<file path="src/rtl/uart_pkg.sv">
// uart_pkg: shared UART timing constants and the tx FIFO pop-FSM state type
package uart_pkg;
  localparam int DATA_W       = 8;
  localparam int CLK_HZ       = 50_000_000;
  localparam int BAUD         = 115_200;
  localparam int CLKS_PER_BIT = CLK_HZ / BAUD;
  localparam int BUSY_TIMEOUT = 4;
  typedef enum logic [1:0] {IDLE, LAUNCH, WAIT_BSY, WAIT_IDL} pop_state_t;
endpackage

</file>
<file path="src/rtl/uart_fifo_ram.sv">
// uart_fifo_ram: 2**AW x DATA_W storage, one synchronous write port, one asynchronous read port
//   clk          write clock
//   we/waddr/wdata  write strobe, address, data
//   raddr/rdata  combinational read
module uart_fifo_ram #(
  parameter int DATA_W = 8,
  parameter int AW     = 4
) (
  input  logic              clk,
  input  logic              we,
  input  logic [AW-1:0]     waddr,
  input  logic [DATA_W-1:0] wdata,
  input  logic [AW-1:0]     raddr,
  output logic [DATA_W-1:0] rdata
);
  logic [DATA_W-1:0] mem [2**AW];
  always_ff @(posedge clk)
    if (we) mem[waddr] <= wdata;
  assign rdata = mem[raddr];
endmodule

</file>
<file path="src/rtl/uart_tx_fifo.sv">
// uart_tx_fifo: byte FIFO from uart_rx to uart_tx with start-pulse/busy launch handshake
//   sys_clk, sys_rst_n   clock, asynchronous active-low reset
//   wr_en, wr_data       byte strobe and data from the receiver
//   tx_busy              transmitter busy for the whole frame
//   tx_start, tx_byte    one-cycle launch pulse and the byte it carries
//   full, empty, count   registered occupancy
//   overflow             sticky dropped-write flag
//   drop_cnt             saturating dropped-write counter, only with UART_TX_FIFO_DROPCNT_EN
module uart_tx_fifo #(
  parameter int DATA_W = uart_pkg::DATA_W,
  parameter int AW     = 4
) (
  input  logic              sys_clk,
  input  logic              sys_rst_n,
  input  logic              wr_en,
  input  logic [DATA_W-1:0] wr_data,
  input  logic              tx_busy,
  output logic              tx_start,
  output logic [DATA_W-1:0] tx_byte,
  output logic              full,
  output logic              empty,
  output logic [AW:0]       count,
  output logic              overflow
`ifdef UART_TX_FIFO_DROPCNT_EN
  ,
  output logic [7:0]        drop_cnt
`endif
);
  import uart_pkg::*;
  localparam int DEPTH = 2**AW;
  logic [AW-1:0] wr_ptr, rd_ptr;
  logic [DATA_W-1:0] rd_data;
  logic [AW:0] count_nxt;
  logic [2:0] tmr, tmr_nxt;
  logic wr_ok, pop, ld;
  pop_state_t state, state_nxt;
  uart_fifo_ram #(.DATA_W(DATA_W), .AW(AW)) u_ram (
    .clk   (sys_clk),
    .we    (wr_ok),
    .waddr (wr_ptr),
    .wdata (wr_data),
    .raddr (rd_ptr),
    .rdata (rd_data)
  );
  // full is the pre-edge flag, so a write racing a pop out of a full FIFO is dropped
  assign wr_ok     = wr_en & ~full;
  assign pop       = state == LAUNCH;
  // tx_byte is captured on entry to LAUNCH so it is already valid while tx_start is high
  assign ld        = state == IDLE & ~empty & ~tx_busy;
  assign tx_start  = pop;
  assign count_nxt = count + {{AW{1'b0}}, wr_ok} - {{AW{1'b0}}, pop};
  always_comb begin
    state_nxt = state;
    tmr_nxt   = '0;
    case (state)
      IDLE:     state_nxt = ld ? LAUNCH : IDLE;
      LAUNCH:   state_nxt = WAIT_BSY;
      WAIT_BSY: begin
        state_nxt = tx_busy ? WAIT_IDL : tmr == 3'(BUSY_TIMEOUT - 1) ? IDLE : WAIT_BSY;
        tmr_nxt   = tmr + 3'd1;
      end
      WAIT_IDL: state_nxt = tx_busy ? WAIT_IDL : IDLE;
      default:  state_nxt = IDLE;
    endcase
  end
  always_ff @(posedge sys_clk or negedge sys_rst_n)
    if (!sys_rst_n) begin
      state    <= IDLE;
      tmr      <= '0;
      wr_ptr   <= '0;
      rd_ptr   <= '0;
      count    <= '0;
      full     <= 1'b0;
      empty    <= 1'b1;
      tx_byte  <= '0;
      overflow <= 1'b0;
    end else begin
      state    <= state_nxt;
      tmr      <= tmr_nxt;
      wr_ptr   <= wr_ok ? wr_ptr + AW'(1) : wr_ptr;
      rd_ptr   <= pop ? rd_ptr + AW'(1) : rd_ptr;
      count    <= count_nxt;
      full     <= count_nxt == (AW+1)'(DEPTH);
      empty    <= count_nxt == '0;
      tx_byte  <= ld ? rd_data : tx_byte;
      overflow <= overflow | (wr_en & full);
    end
`ifdef UART_TX_FIFO_DROPCNT_EN
  always_ff @(posedge sys_clk or negedge sys_rst_n)
    if (!sys_rst_n) drop_cnt <= '0;
    else if (wr_en && full && drop_cnt != 8'hFF) drop_cnt <= drop_cnt + 8'd1;
`endif
endmodule
</file>
<file path="config.mk">
export PLATFORM = sky130hd
export DESIGN_NAME = uart_tx_fifo
export DESIGN_NICKNAME = d
export VERILOG_FILES = /design/src/rtl/uart_pkg.sv /design/src/rtl/uart_fifo_ram.sv /design/src/rtl/uart_tx_fifo.sv
export SDC_FILE = /design/constraint.sdc
export NUM_CORES = 1
export LEC_CHECK = 0
export ABC_CLOCK_PERIOD_IN_PS = 2900
export CORE_MARGIN = 8
export CORE_UTILIZATION = 55
export CTS_CLUSTER_DIAMETER = 40
export DETAILED_ROUTE_END_ITERATION = 10
export PLACE_DENSITY = 0.74
export SYNTH_ARGS = -nofsm -noshare
export SYNTH_HDL_FRONTEND = slang
export SYNTH_SLANG_ARGS = --single-unit
export TNS_END_PERCENT = 1
</file>
<file path="constraint.sdc">
create_clock -name sys_clk -period 2.9 [get_ports sys_clk]
set_clock_uncertainty 0.1 [all_clocks]
set_input_delay 0.29 -clock sys_clk [delete_from_list [all_inputs] [get_ports sys_clk]]
set_output_delay 0.29 -clock sys_clk [all_outputs]
set_load 0.1 [all_outputs]
</file>
==> results.json, run 1 <==
{
  "htree_num_levels": 4,
  "cp-start-kind": "flip-flop",
  "worst_slew_pin_slew_ps": 573.3,
  "outcome": "finished clean",
  "setup_tns_ps": 0,
  "seqPwrFrac_pct": 37.4,
  "synthArstFlopShare_pct": 18.47,
  "crit_required_ps": 3120,
  "synthFlopType": "edfxtp_1",
  "clk_latency_ps": 420,
  "synthCells": 326,
  "synth_seq_cells": 157,
  "drc": 0,
  "cts_resized": 0,
  "syn_nets": 350,
  "synth_edf_count": 128,
  "ant_nets": 0,
  "grt_pass1_vias": 3206,
  "hold_buffers": 0,
  "gp_congestion": 0.7931,
  "arrival_ps": 2670,
  "cts_buffers": 17,
  "netlist_area_sq_um": 6304,
  "clkSinkCount": 157,
  "finalHoldViolations": 0,
  "clkTransAtPathRegs_ps": 60,
  "vias": 3045,
  "clkPwrFrac_pct": 26.3,
  "layout-drive-gt1-share_pct": 20.79,
  "pre_cts_ws_ps": 242.5,
  "p_leak_nw": 2.653,
  "die_w_um": 123.1,
  "endpoint_kind": "flip-flop",
  "vdd_drop_max_mv": 0.9678,
  "intPower_mw": 5.148,
  "drv_cap": 0,
  "root_buffer": "clkbuf_16",
  "syn_to_final_growth_pct": 15.36,
  "p_sw_share_pct": 35.56,
  "reg2reg_depth": 8,
  "setup_ws_ps": 451.8,
  "fin_crit_ps": 2448,
  "worst-setup-path-type": "flip-flop to flip-flop",
  "drt_first_pass_iters": 4,
  "design.core.area_sq_um": 11320,
  "wl_per_cell_um": 21.20,
  "p_comb_share_pct": 36.3,
  "utilization_pct": 64.24,
  "grt_first_pass_wirelength_um": 17380,
  "cp_max_fo": 6,
  "slew-limit-headroom_pct": 61.66,
  "post_cts_buffers": 0,
  "syn_avg_cell_area_sq_um": 19.34,
  "grt.total_usage_pct": 16.04,
  "p_per_area_nw_per_um2": 1099,
  "wl_um": 11090,
  "ys_types": 39,
  "p_switching_mw": 2.841,
  "design.portCount": 29,
  "dieArea_sq_um": 15140,
  "fmax_ghz": 0.4085,
  "hpwlAfterDp_um": 6950,
  "drt_iter0_markers": 173,
  "ys_warn_count": 0,
  "setup_viol": 0,
  "row_count": 39,
  "dieHeight_um": 123.1,
  "layout.nets": 391,
  "routed_via_density": 5.822,
  "ys_seq_area_share_pct": 72.51,
  "rsz0062_at_grt": "false",
  "io_buffers": 28,
  "antenna_found_initial": 0,
  "final-max-slew-violation-count": 0,
  "min_period_over_period_pct": 84.42,
  "n_antenna_cell": 0,
  "initial_utilization_pct": 55.68,
  "clk_path_buf_depth": 2,
  "grt_max_degree": 38,
  "hp-class": "primary input to asynchronous set/reset pin",
  "cts_tree": "done",
  "grt-ovfl-total": 0
}
[Yosys cell counts, types with 2 or more instances]
cell type | n | share of area (%)
a21o_1 | 9 | 1.1
a21oi_1 | 2 | 0.16
and2_1 | 16 | 1.6
buf_2 | 4 | 0.32
buf_4 | 4 | 0.48
clkbuf_1 | 4 | 0.24
dfrtp_1 | 28 | 11
edfxtp_1 | 128 | 61
ha_1 | 11 | 2.2
inv_1 | 7 | 0.42
mux2_2 | 2 | 0.36
mux2i_1 | 17 | 2.7
mux4_1 | 10 | 4.2
mux4_2 | 20 | 7.1
nand2_1 | 10 | 0.60
nand2b_1 | 4 | 0.40
nand4_1 | 2 | 0.20
nor2_1 | 6 | 0.36
nor2b_1 | 2 | 0.20
nor3_1 | 2 | 0.16
nor3b_1 | 3 | 0.36
o211ai_1 | 2 | 0.24
o21ai_0 | 3 | 0.24
o22ai_1 | 6 | 0.60
xnor2_1 | 9 | 1.3
xor2_1 | 2 | 0.28
[cells by family (layout without fill, tap and decap cells)]
| group | count (synthesis) | after routing | share of synthesized area (%) |
|---|---|---|---|
| XOR/XNOR | 11 | 11 | 1.529 |
| AO/OA/AOI/OAI | 24 | 24 | 2.580 |
| flip-flops | 157 | 157 | 72.51 |
| adder cells (fa/ha/maj) | 12 | 12 | 2.501 |
| multiplexers | 49 | 49 | 14.37 |
| buffers and inverters | 21 | 75 | 1.945 |
| AND/OR/NAND/NOR | 52 | 52 | 4.566 |
[layout make-up]
type                    count  area [sq um]
flip-flops and latches    157          4571
fillers                   776          4049
multi-input cells         148          1610
clock buffers              24         524.3
repair buffers             36         310.3
well taps                 143         178.9
clock inverters             8         51.30
inverters                   7         26.28
[through the flow]
| stage | instances | area (sq um) | hold slack [ps] | power, mW |
|---|---|---|---|---|
| after CTS | 523 | 7272 | 159.5 | 8.062 |
| after global placement | 491 | 6696 | 320.1 | 5.897 |
| after detailed placement | 491 | 6696 | 333.1 | 5.962 |
| after floorplan | 326 | 6305 | -105.6 | 5.306 |
| after global routing | 523 | 7272 | 178.7 | 8.360 |
| final | 523 | 7272 | 148.0 | 7.989 |
[worst max-delay path: stages (launching register included)]
cell	delay [ps]
dfrtp_1	420
nor2b_1	340
xnor2_1	130
ha_1	220
fa_1	410
a21o_1	200
a21oi_1	170
xnor2_1	170
nor3b_1	210
[path summary, 6_finish.rpt]
path / endpoint / slack [ps] / startpoint
setup / recovery: full$_DFF_PN0_ / 450 / state[1]$_DFF_PN0_
max in group asynchronous: empty$_DFF_PN1_ / 2240 / sys_rst_n
min in group sys_clk: tmr[0]$_DFF_PN0_ / 330 / tmr[0]$_DFF_PN0_
hold reg to reg: tmr[0]$_DFF_PN0_ / 330 / tmr[0]$_DFF_PN0_
setup reg to reg: full$_DFF_PN0_ / 450 / state[1]$_DFF_PN0_
hold / removal: overflow$_DFF_PN0_ / 150 / sys_rst_n
[registers in the layout (all words and copies together), names as in the netlist]
name       flops
count          5
tx_byte        8
u_ram.mem    128
empty          1
overflow       1
full           1
wr_ptr         4
rd_ptr         4
tmr            3
state          2
[layer usage]
metal  up-vias  share of wire, %  track usage (%)
li1       1377                 -                -
met1      1590                43            19.31
met2        70                50            26.30
met3         8               5.4            5.434
met4         0               1.0            6.396
met5         -                 0                0
[power groups by stage]
| stage | sequential [mW] | combinational, mW | clock, mW |
|---|---|---|---|
| 2_1_floorplan | 3.71 | 1.59 | 0 |
| 3_3_place_gp | 3.01 | 2.88 | 0 |
| 3_5_place_dp | 3.03 | 2.93 | 0 |
| 4_1_cts | 2.99 | 2.94 | 2.13 |
| 5_1_grt | 3.03 | 3.11 | 2.22 |
| 6_report | 2.99 | 2.90 | 2.10 |
[placed cells by master, fill, tap and decap left out, drive strengths merged, types with 4 or more instances in the layout]
| master | n |
|---|---|
| and2 | 16 |
| clkdlybuf4s50 | 11 |
| nor2 | 6 |
| o22ai | 6 |
| edfxtp | 128 |
| a21o | 9 |
| nand2 | 10 |
| clkbuf | 24 |
| inv | 9 |
| mux4 | 30 |
| dfrtp | 28 |
| mux2i | 17 |
| ha | 11 |
| clkinv | 4 |
| nand2b | 4 |
| buf | 25 |
| xnor2 | 9 |
Note: power is estimated with default switching activity, not from simulation.
==> inputs of run 2 (changes only) <==
- ABC_CLOCK_PERIOD_IN_PS: 2900 -> 2200
- CORE_UTILIZATION: 55 -> 54
- PLACE_DENSITY: 0.74 -> 0.75
- clock period: 2.9 -> 2.2 ns (I/O delays scaled with it)
==> run 2 against run 1 <==
- clock power grew 33%
- final area grew 6.4%
- worst hold slack lost 22 ps
- core utilization grew 3.5 points
- global-route usage grew 1.1 points
- critical path type unchanged
- largest power group is now combinational cells
- highest routed layer unchanged
==> results.json, run 2 (synthesis results as in run 1) <==
{
  "routed_via_density": 5.673,
  "hold_buffers": 0,
  "pre_cts_ws_ps": -225.7,
  "ant_nets": 0,
  "initial_utilization_pct": 55.20,
  "syn_to_final_growth_pct": 22.75,
  "wl_per_cell_um": 21.46,
  "drv_cap": 0,
  "worst-setup-path-type": "flip-flop to flip-flop",
  "dieArea_sq_um": 15390,
  "layout_common_cells": "edfxtp_1, buf_4, dfrtp_1",
  "arrival_ps": 2420,
  "cts_buffers": 17,
  "design.portCount": 29,
  "p_sw_share_pct": 35.50,
  "crit_required_ps": 2440,
  "gp_congestion": 0.7407,
  "drt_first_pass_iters": 4,
  "grt_first_pass_wirelength_um": 18780,
  "outcome": "finished clean",
  "setup_viol": 0,
  "layout_commonest_cell": "edfxtp_1",
  "whs_ps": 126.1,
  "endpoint_kind": "flip-flop",
  "dieHeight_um": 124.0,
  "p_per_area_nw_per_um2": 1426,
  "regMostFlops": "u_ram.mem",
  "fin_crit_ps": 2184,
  "worst_slew_pin_slew_ps": 729.1,
  "die_w_um": 124.0,
  "intPower_mw": 7.115,
  "clkSinkCount": 157,
  "htree_num_levels": 4,
  "clkTransAtPathRegs_ps": 60,
  "row_count": 39,
  "p_switching_mw": 3.915,
  "grt.total_usage_pct": 17.15,
  "drc": 0,
  "fin_area_sq_um": 7737,
  "final-max-slew-violation-count": 0,
  "layout-drive-gt1-share_pct": 28.64,
  "placed_area_sq_um": 7142,
  "fill_cells": 722,
  "antenna_found_initial": 0,
  "min_period_over_period_pct": 99.26,
  "io_buffers": 28,
  "n_antenna_cell": 0,
  "slew-limit-headroom_pct": 51.39,
  "setup_ws_ps": 16.37,
  "regArea_sq_um": 4577,
  "cts_tree": "done",
  "largest_registers": "u_ram.mem (128), tx_byte (8), count (5)",
  "largest_register_ffs": 128,
  "hpwlAfterDp_um": 7363,
  "cp_max_fo": 2,
  "root_buffer": "clkbuf_16",
  "rsz0062_at_grt": "true",
  "design.core.area_sq_um": 11420,
  "clk_latency_ps": 410,
  "cp-start-kind": "flip-flop",
  "seqPwrFrac_pct": 36.2,
  "p_comb_share_pct": 38.4,
  "hp-class": "primary input to asynchronous set/reset pin",
  "p_leak_nw": 2.841,
  "finalHoldViolations": 0,
  "vdd_drop_max_mv": 0.9153,
  "fmax_ghz": 0.4580,
  "grt_pass1_vias": 3287,
  "clkPwrFrac_pct": 25.4,
  "setup_tns_ps": 0,
  "wl_um": 11760,
  "drt_iter0_markers": 331,
  "clk_path_buf_depth": 2,
  "layout.nets": 416,
  "grt-ovfl-total": 0,
  "multi_input_area_sq_um": 1659,
  "grt_max_degree": 32,
  "vias": 3109
}
==> run 2: cell count changes in the layout (fill, tap and decap cells not counted), sizes merged <==
| cell | before | now |
|---|---|---|
| bufinv | 0 | 1 |
| buf | 25 | 50 |
| clkinv | 4 | 3 |
==> run 2: power by group through the flow <==
stage          clock (mW)  sequential [mW]  combinational [mW]
6_report             2.80             3.99                4.24
5_1_grt              2.96             4.04                4.55
4_1_cts              2.84             3.99                4.28
3_5_place_dp            0             4.04                4.22
3_3_place_gp            0             4.02                4.12
2_1_floorplan           0             4.90                2.19
==> run 2: metrics by stage <==
step           instances  power (mW)  utilization (%)
3_3_place_gp         515       8.137            62.55
6_report             548       11.03            67.76
3_5_place_dp         515       8.262            62.55
2_1_floorplan        326       7.087                -
5_1_grt              548       11.55            67.76
4_1_cts              548       11.11            67.72
==> run 2: what timing repair did <==
action / CTS / global route
setup endpoints to repair: 2 / 2
endpoints found under the hold margin: 0 / 0
buffers inserted: 1 / 0
gates resized for setup: 2 / 1
pin swaps: 3 / 0
==> run 2: cell type report <==
type | instances | share of cell area [%]
timing repair buffer | 61 | 9.347
multi-input combinational | 148 | 21.44
clock inverter | 8 | 1.051
tap | 143 | 2.312
inverter | 7 | 0.3396
sequential | 157 | 59.15
clock buffer | 24 | 6.355
==> run 2: worst paths after layout <==
check | start | slack (ps) | to | cells after the start
min in group sys_clk | tmr[0]$_DFF_PN0_ | 350 | tmr[0]$_DFF_PN0_ | 1
min reg2reg | tmr[0]$_DFF_PN0_ | 350 | tmr[0]$_DFF_PN0_ | 1
max reg2reg | full$_DFF_PN0_ | 20 | full$_DFF_PN0_ | 6
min | sys_rst_n | 130 | overflow$_DFF_PN0_ | 1
max | full$_DFF_PN0_ | 20 | full$_DFF_PN0_ | 6
max in group asynchronous | sys_rst_n | 1270 | tx_byte[2]$_DFFE_PN0P_ | 2
==> run 2: worst max-delay path: stages (launching register included) <==
cell	delay (ps)
dfrtp_4	490
nand2b_4	160
xnor2_2	160
ha_2	220
fa_2	450
or3_4	390
nor3b_2	150
==> run 2: layer usage <==
layer / vias to the layer above / GRT usage (%) / routed length (um)
met2: 75 / 26.61 / 5919
met5: - / 0 / 0
li1: 1423 / - / -
met3: 14 / 4.624 / 660
met1: 1597 / 22.74 / 4983
met4: 0 / 6.691 / 197
==> inputs of run 3 (changes only) <==
- CORE_MARGIN: 8 -> 5
- REMOVE_ABC_BUFFERS: not set -> 1
==> run 3 against run 2 <==
- global-route usage grew 0.46 points
- final area is 1.4% lower
- setup slack gained 38 ps
- critical path depth is the same
- die area is 9.4% lower
==> results.json, run 3 (synthesis results as in run 1) <==
{
  "outcome": "finished clean",
  "layout.nets": 417,
  "clk_latency_ps": 420,
  "p_switching_mw": 3.941,
  "root_buffer": "clkbuf_16",
  "critPathTopFamily": "simple AND/OR/NAND/NOR gates",
  "clkSinkCount": 157,
  "regMostFlops": "u_ram.mem",
  "fin_crit_ps": 2146,
  "die_w_um": 118.0,
  "seqPwrFrac_pct": 35.6,
  "intPower_mw": 7.117,
  "endpoint_kind": "flip-flop",
  "layout-drive-gt1-share_pct": 28.33,
  "htree_num_levels": 4,
  "worst_slew_pin_slew_ps": 630.5,
  "path_buf_inv": 0,
  "crit_chain": "nor2b_4 > xnor2_2 > ha_2 > fa_2 > or3_1 > nor3b_2",
  "setup_viol": 0,
  "p_sw_share_pct": 35.64,
  "wl_per_cell_um": 21.05,
  "slew-limit-headroom_pct": 57.84,
  "hpwlAfterDp_um": 7361,
  "vias": 3129,
  "drv_cap": 0,
  "design.portCount": 29,
  "grt.total_usage_pct": 17.61,
  "clkPwrFrac_pct": 26.1,
  "grt_first_pass_wirelength_um": 18060,
  "r2r_slack_ps": 50,
  "vdd_drop_max_mv": 1.156,
  "grt-ovfl-total": 0,
  "initial_utilization_pct": 55.20,
  "io_buffers": 28,
  "layout_common_cells": "edfxtp_1, buf_4, dfrtp_1",
  "crit_required_ps": 2450,
  "layout_commonest_cell": "edfxtp_1",
  "fmax_ghz": 0.4660,
  "fill_cells": 758,
  "drc": 0,
  "cts_buffers": 17,
  "worst-setup-path-type": "flip-flop to flip-flop",
  "row_count": 39,
  "design.core.area_sq_um": 11420,
  "dieArea_sq_um": 13930,
  "p_comb_share_pct": 38.3,
  "antenna_found_initial": 0,
  "wl_um": 11550,
  "cp_max_fo": 3,
  "finalHoldViolations": 0,
  "clk_path_buf_depth": 2,
  "final-max-slew-violation-count": 0,
  "gp_congestion": 0.8043,
  "syn_to_final_growth_pct": 21.06,
  "grt_max_degree": 30,
  "cp-start-kind": "flip-flop",
  "slowest_delay_ps": 440,
  "largest_register_ffs": 128,
  "cts_tree": "done",
  "post-layout-total-power_mw": 11.06,
  "hold_buffers": 0,
  "drt_first_pass_iters": 5,
  "ant_nets": 0,
  "dieHeight_um": 118.0,
  "critPathSlowestCell": "fa_2",
  "arrival_ps": 2390,
  "p_per_area_nw_per_um2": 1449,
  "n_antenna_cell": 0,
  "p_leak_nw": 2.835,
  "grt_pass1_vias": 3190,
  "rsz0062_at_grt": "true",
  "largest_registers": "u_ram.mem (128), tx_byte (8), count (5)",
  "min_period_over_period_pct": 97.54,
  "hp-class": "primary input to asynchronous set/reset pin",
  "setup_tns_ps": 0,
  "clkTransAtPathRegs_ps": 60,
  "drt_iter0_markers": 187,
  "routed_via_density": 5.699
}
run 3: area by class of cell:
cell class | count | area, sq um | share of cell area (%)
well taps | 143 | 178.9 | 2.345
clock buffers | 19 | 452.9 | 5.935
repair buffers | 62 | 605.6 | 7.936
flip-flops and latches | 157 | 4571 | 59.90
clock inverters | 13 | 137.6 | 1.804
multi-input cells | 148 | 1659 | 21.74
inverters | 7 | 26.28 | 0.3443
run 3: power groups by stage:
stage,clock [mW],sequential [mW],combinational (mW)
floorplan,0,5.15,1.70
global placement,0,3.97,4.05
detailed placement,0,3.99,4.14
CTS,2.93,3.94,4.26
global route,3.09,3.98,4.52
finish,2.89,3.93,4.24
run 3: final timing paths:
kind	start	to	cells after the start
worst max-delay path	state[1]$_DFF_PN0_	full$_DFF_PN0_	6
worst min-delay path	sys_rst_n	overflow$_DFF_PN0_	2
worst max register to register	state[1]$_DFF_PN0_	full$_DFF_PN0_	6
worst min register to register	tmr[0]$_DFF_PN0_	tmr[0]$_DFF_PN0_	1
max in group asynchronous	sys_rst_n	empty$_DFF_PN1_	2
min in group sys_clk	tx_busy	state[0]$_DFF_PN0_	3
run 3: routing by layer:
layer | global-route usage, % | wire [um]
met5 | 0 | 0
met2 | 27.26 | 5827
met1 | 24.27 | 5016
met3 | 5.190 | 619
met4 | 5.591 | 91
run 3: timing repair:
action	4_1_cts	5_1_grt
gates resized for setup	9	1
setup endpoints to repair	3	2
cloned	0	0
pin swaps	5	3
buffers inserted	1	0
run 3: stage by stage:
step | hold WS [ps] | worst slack (ps) | cell area (sq um) | instances | util, %
after floorplan | -175.6 | -1551 | 6207 | 312 | -
after global placement | 319.6 | -218.3 | 6992 | 517 | 61.23
after detailed placement | 326.6 | -387.0 | 6992 | 517 | 61.23
after CTS | 97.51 | 27.07 | 7626 | 549 | 66.79
after global routing | 148.6 | -3.254 | 7631 | 549 | 66.83
final | 93.48 | 54.19 | 7631 | 549 | 66.83
==> edit, RTL diff (settings of run 1) <==
`AW` is set to 4 in 2 places; all go to 5.
--- a/src/rtl/uart_fifo_ram.sv
+++ b/src/rtl/uart_fifo_ram.sv
@@ -4,7 +4,7 @@
 //   raddr/rdata  combinational read
 module uart_fifo_ram #(
   parameter int DATA_W = 8,
-  parameter int AW     = 4
+  parameter int AW     = 5
 ) (
   input  logic              clk,
   input  logic              we,
--- a/src/rtl/uart_tx_fifo.sv
+++ b/src/rtl/uart_tx_fifo.sv
@@ -8,7 +8,7 @@
 //   drop_cnt             saturating dropped-write counter, only with UART_TX_FIFO_DROPCNT_EN
 module uart_tx_fifo #(
   parameter int DATA_W = uart_pkg::DATA_W,
-  parameter int AW     = 4
+  parameter int AW     = 5
 ) (
   input  logic              sys_clk,
   input  logic              sys_rst_n,
Ports: changed (resized count); port bits go from 29 to 30. The function was not compared with the original's and may differ.
==> edit against run 1 <==
- power increased by 77%
- die area increased by 68%
- wire length increased by 110%
- worst setup slack got worse by 0.16 ns
- design area increased by 84%
- hold slack got worse by 0.10 ns
- first-iteration DRC count increased to 2.9 times the old value
- synthesized area increased by 80%
- sequential cell count increased by 131
- critical endpoint is now tx_byte[3]
==> edit: results <==
group,metric,value,unit
run_status,run_status,"completed",
cells_and_area,reg_top3,"u_ram.mem x256, tx_byte x8, count x6",
cells_and_area,drive_gt1_frac,0.2483,
setup_path,regToRegSetupSlack,0.29,ns
global_route,gr-usage-all-layers,0.1823,
setup_path,crit_family,"multiplexers",
detailed_routing,drt_first_iter_violations,502,
placement,hpwl,14810,um
global_route,grt_start_max_net_pins,41,
setup_path,timing.rr.start,"rd_ptr[0]",
setup_path,slowest_stage,"dfrtp_4",
cells_and_area,nets,725,
setup_path,cp_max_fo,25,
global_route,grt_pass1_wl,35770,um
cells_and_area,layoutNonFillerInstCount,995,
detailed_routing,drcViolationCount,0,
placement,gp_congestion,0.8997,
logic_synthesis,synth_nets,636,
placement,pre_cts_slack,0.09624,ns
placement,io_buffer_count,29,
logic_synthesis,yosysSeqAreaShare,0.7477,
clocking,h-tree-depth,1,
logic_synthesis,synthArstFlopShare,0.1111,
sta,slew-limit-headroom,0.5241,
clocking,cts_buffer_depth,3,
logic_synthesis,synth_common_cells,"edfxtp_1 (256), nor2_1 (59), mux2i_1 (56)",
global_route,grt_use_met2,0.2977,
global_route,met3_usage,0.03342,
setup_path,critPathMaxStageDelay,0.77,ns
placement,dp_cells,937,
power,peakVddDrop,618.5,uV
cells_and_area,fillers,1318,
logic_synthesis,synth_edf_count,256,
sta,hold_ws,0.04539,ns
setup_path,r2r-end,"tx_byte[3]",
power,leakagePower,0.004677,uW
global_route,grt_pass1_vias,6049,
min_path,hp-class,"in2async",
clocking,clock_latency,0.56,ns
global_route,met1_usage,0.2456,
logic_synthesis,yosysUniqueCellTypes,48,
clocking,numCtsBuffers,31,
setup_path,r2r_cells,5,
detailed_routing,wire_per_inst,23.37,um
logic_synthesis,syn_avg_cell_area,18.58,um^2
setup_path,cp.arrival,2.93,ns
detailed_routing,firstDrtPassIters,5,
-- edit: changes by cell type after synthesis, sizes merged, moves of 8 or more --
| cell | change |
|---|---|
| and2 | -15 |
| edfxtp | +128 |
| a2111oi | +8 |
| buf | +8 |
| mux2i | +39 |
| o22ai | +16 |
| nor2 | +53 |
| mux4 | +10 |
| a22o | +8 |
| nor4 | +8 |
-- edit: worst register-to-register path, delay by kind of cell (launching register included) --
family / cells / cell delay (ns)
muxes: 2 / 0.91
DFF: 1 / 0.77
AOI/OAI and AO/OA: 1 / 0.50
and+or+nand+nor: 2 / 0.19
-- edit: logic make-up (layout without fill, tap and decap cells) --
logic type               after synthesis  after routing  synth area share
flip-flops                           288            288            0.7477
AO/OA/AOI/OAI                         53             53           0.03394
buffers and inverters                 37            151           0.01741
XOR/XNOR                              12             12          0.009257
multiplexers                          97             97            0.1297
AND/OR/NAND/NOR                      111            111           0.04695
adder cells (fa/ha/maj)               13             13           0.01499
-- edit: through the flow --
step / utilization / instance area, um^2
floorplan: - / 11360
global placement: 0.6044 / 12230
detailed placement: 0.6044 / 12230
CTS: 0.6606 / 13370
global route: 0.6606 / 13370
finish: 0.6606 / 13370
-- edit: cell type report --
cell class / instances / share of cell area
flip-flops and latches: 288 / 0.6356
multi-input cells: 286 / 0.1995
clock buffers: 35 / 0.06141
repair buffers: 84 / 0.05205
well taps: 270 / 0.02527
clock inverters: 23 / 0.02368
inverters: 9 / 0.002527
-- edit: worst max-delay path by stage --
| stage | startpoint | endpoint | slack, ns | cells past startpoint |
|---|---|---|---|---|
| after floorplan | state[0] | full | 0.11 | 8 |
| after global placement | wr_en | full | 0.25 | 8 |
| after detailed placement | wr_en | full | 0.1 | 8 |
| after CTS | rd_ptr[0] | tx_byte[3] | 0.28 | 5 |
| after global routing | state[1] | empty | 0.13 | 9 |
| final | rd_ptr[0] | tx_byte[3] | 0.29 | 5 |
-- edit: report_power, final --
group	switching, uW	total, uW	internal (uW)
sequential	445	5420	4970
clock	1630	4230	2600
combinational	2800	4490	1690
total	4870	14100	9260
-- edit: metal layers --
metal  routed length, um  vias up
met3                1738       55
li1                    -     2605
met2               11360      253
met1                9407     3012
met5                   0        -
met4                 747        0
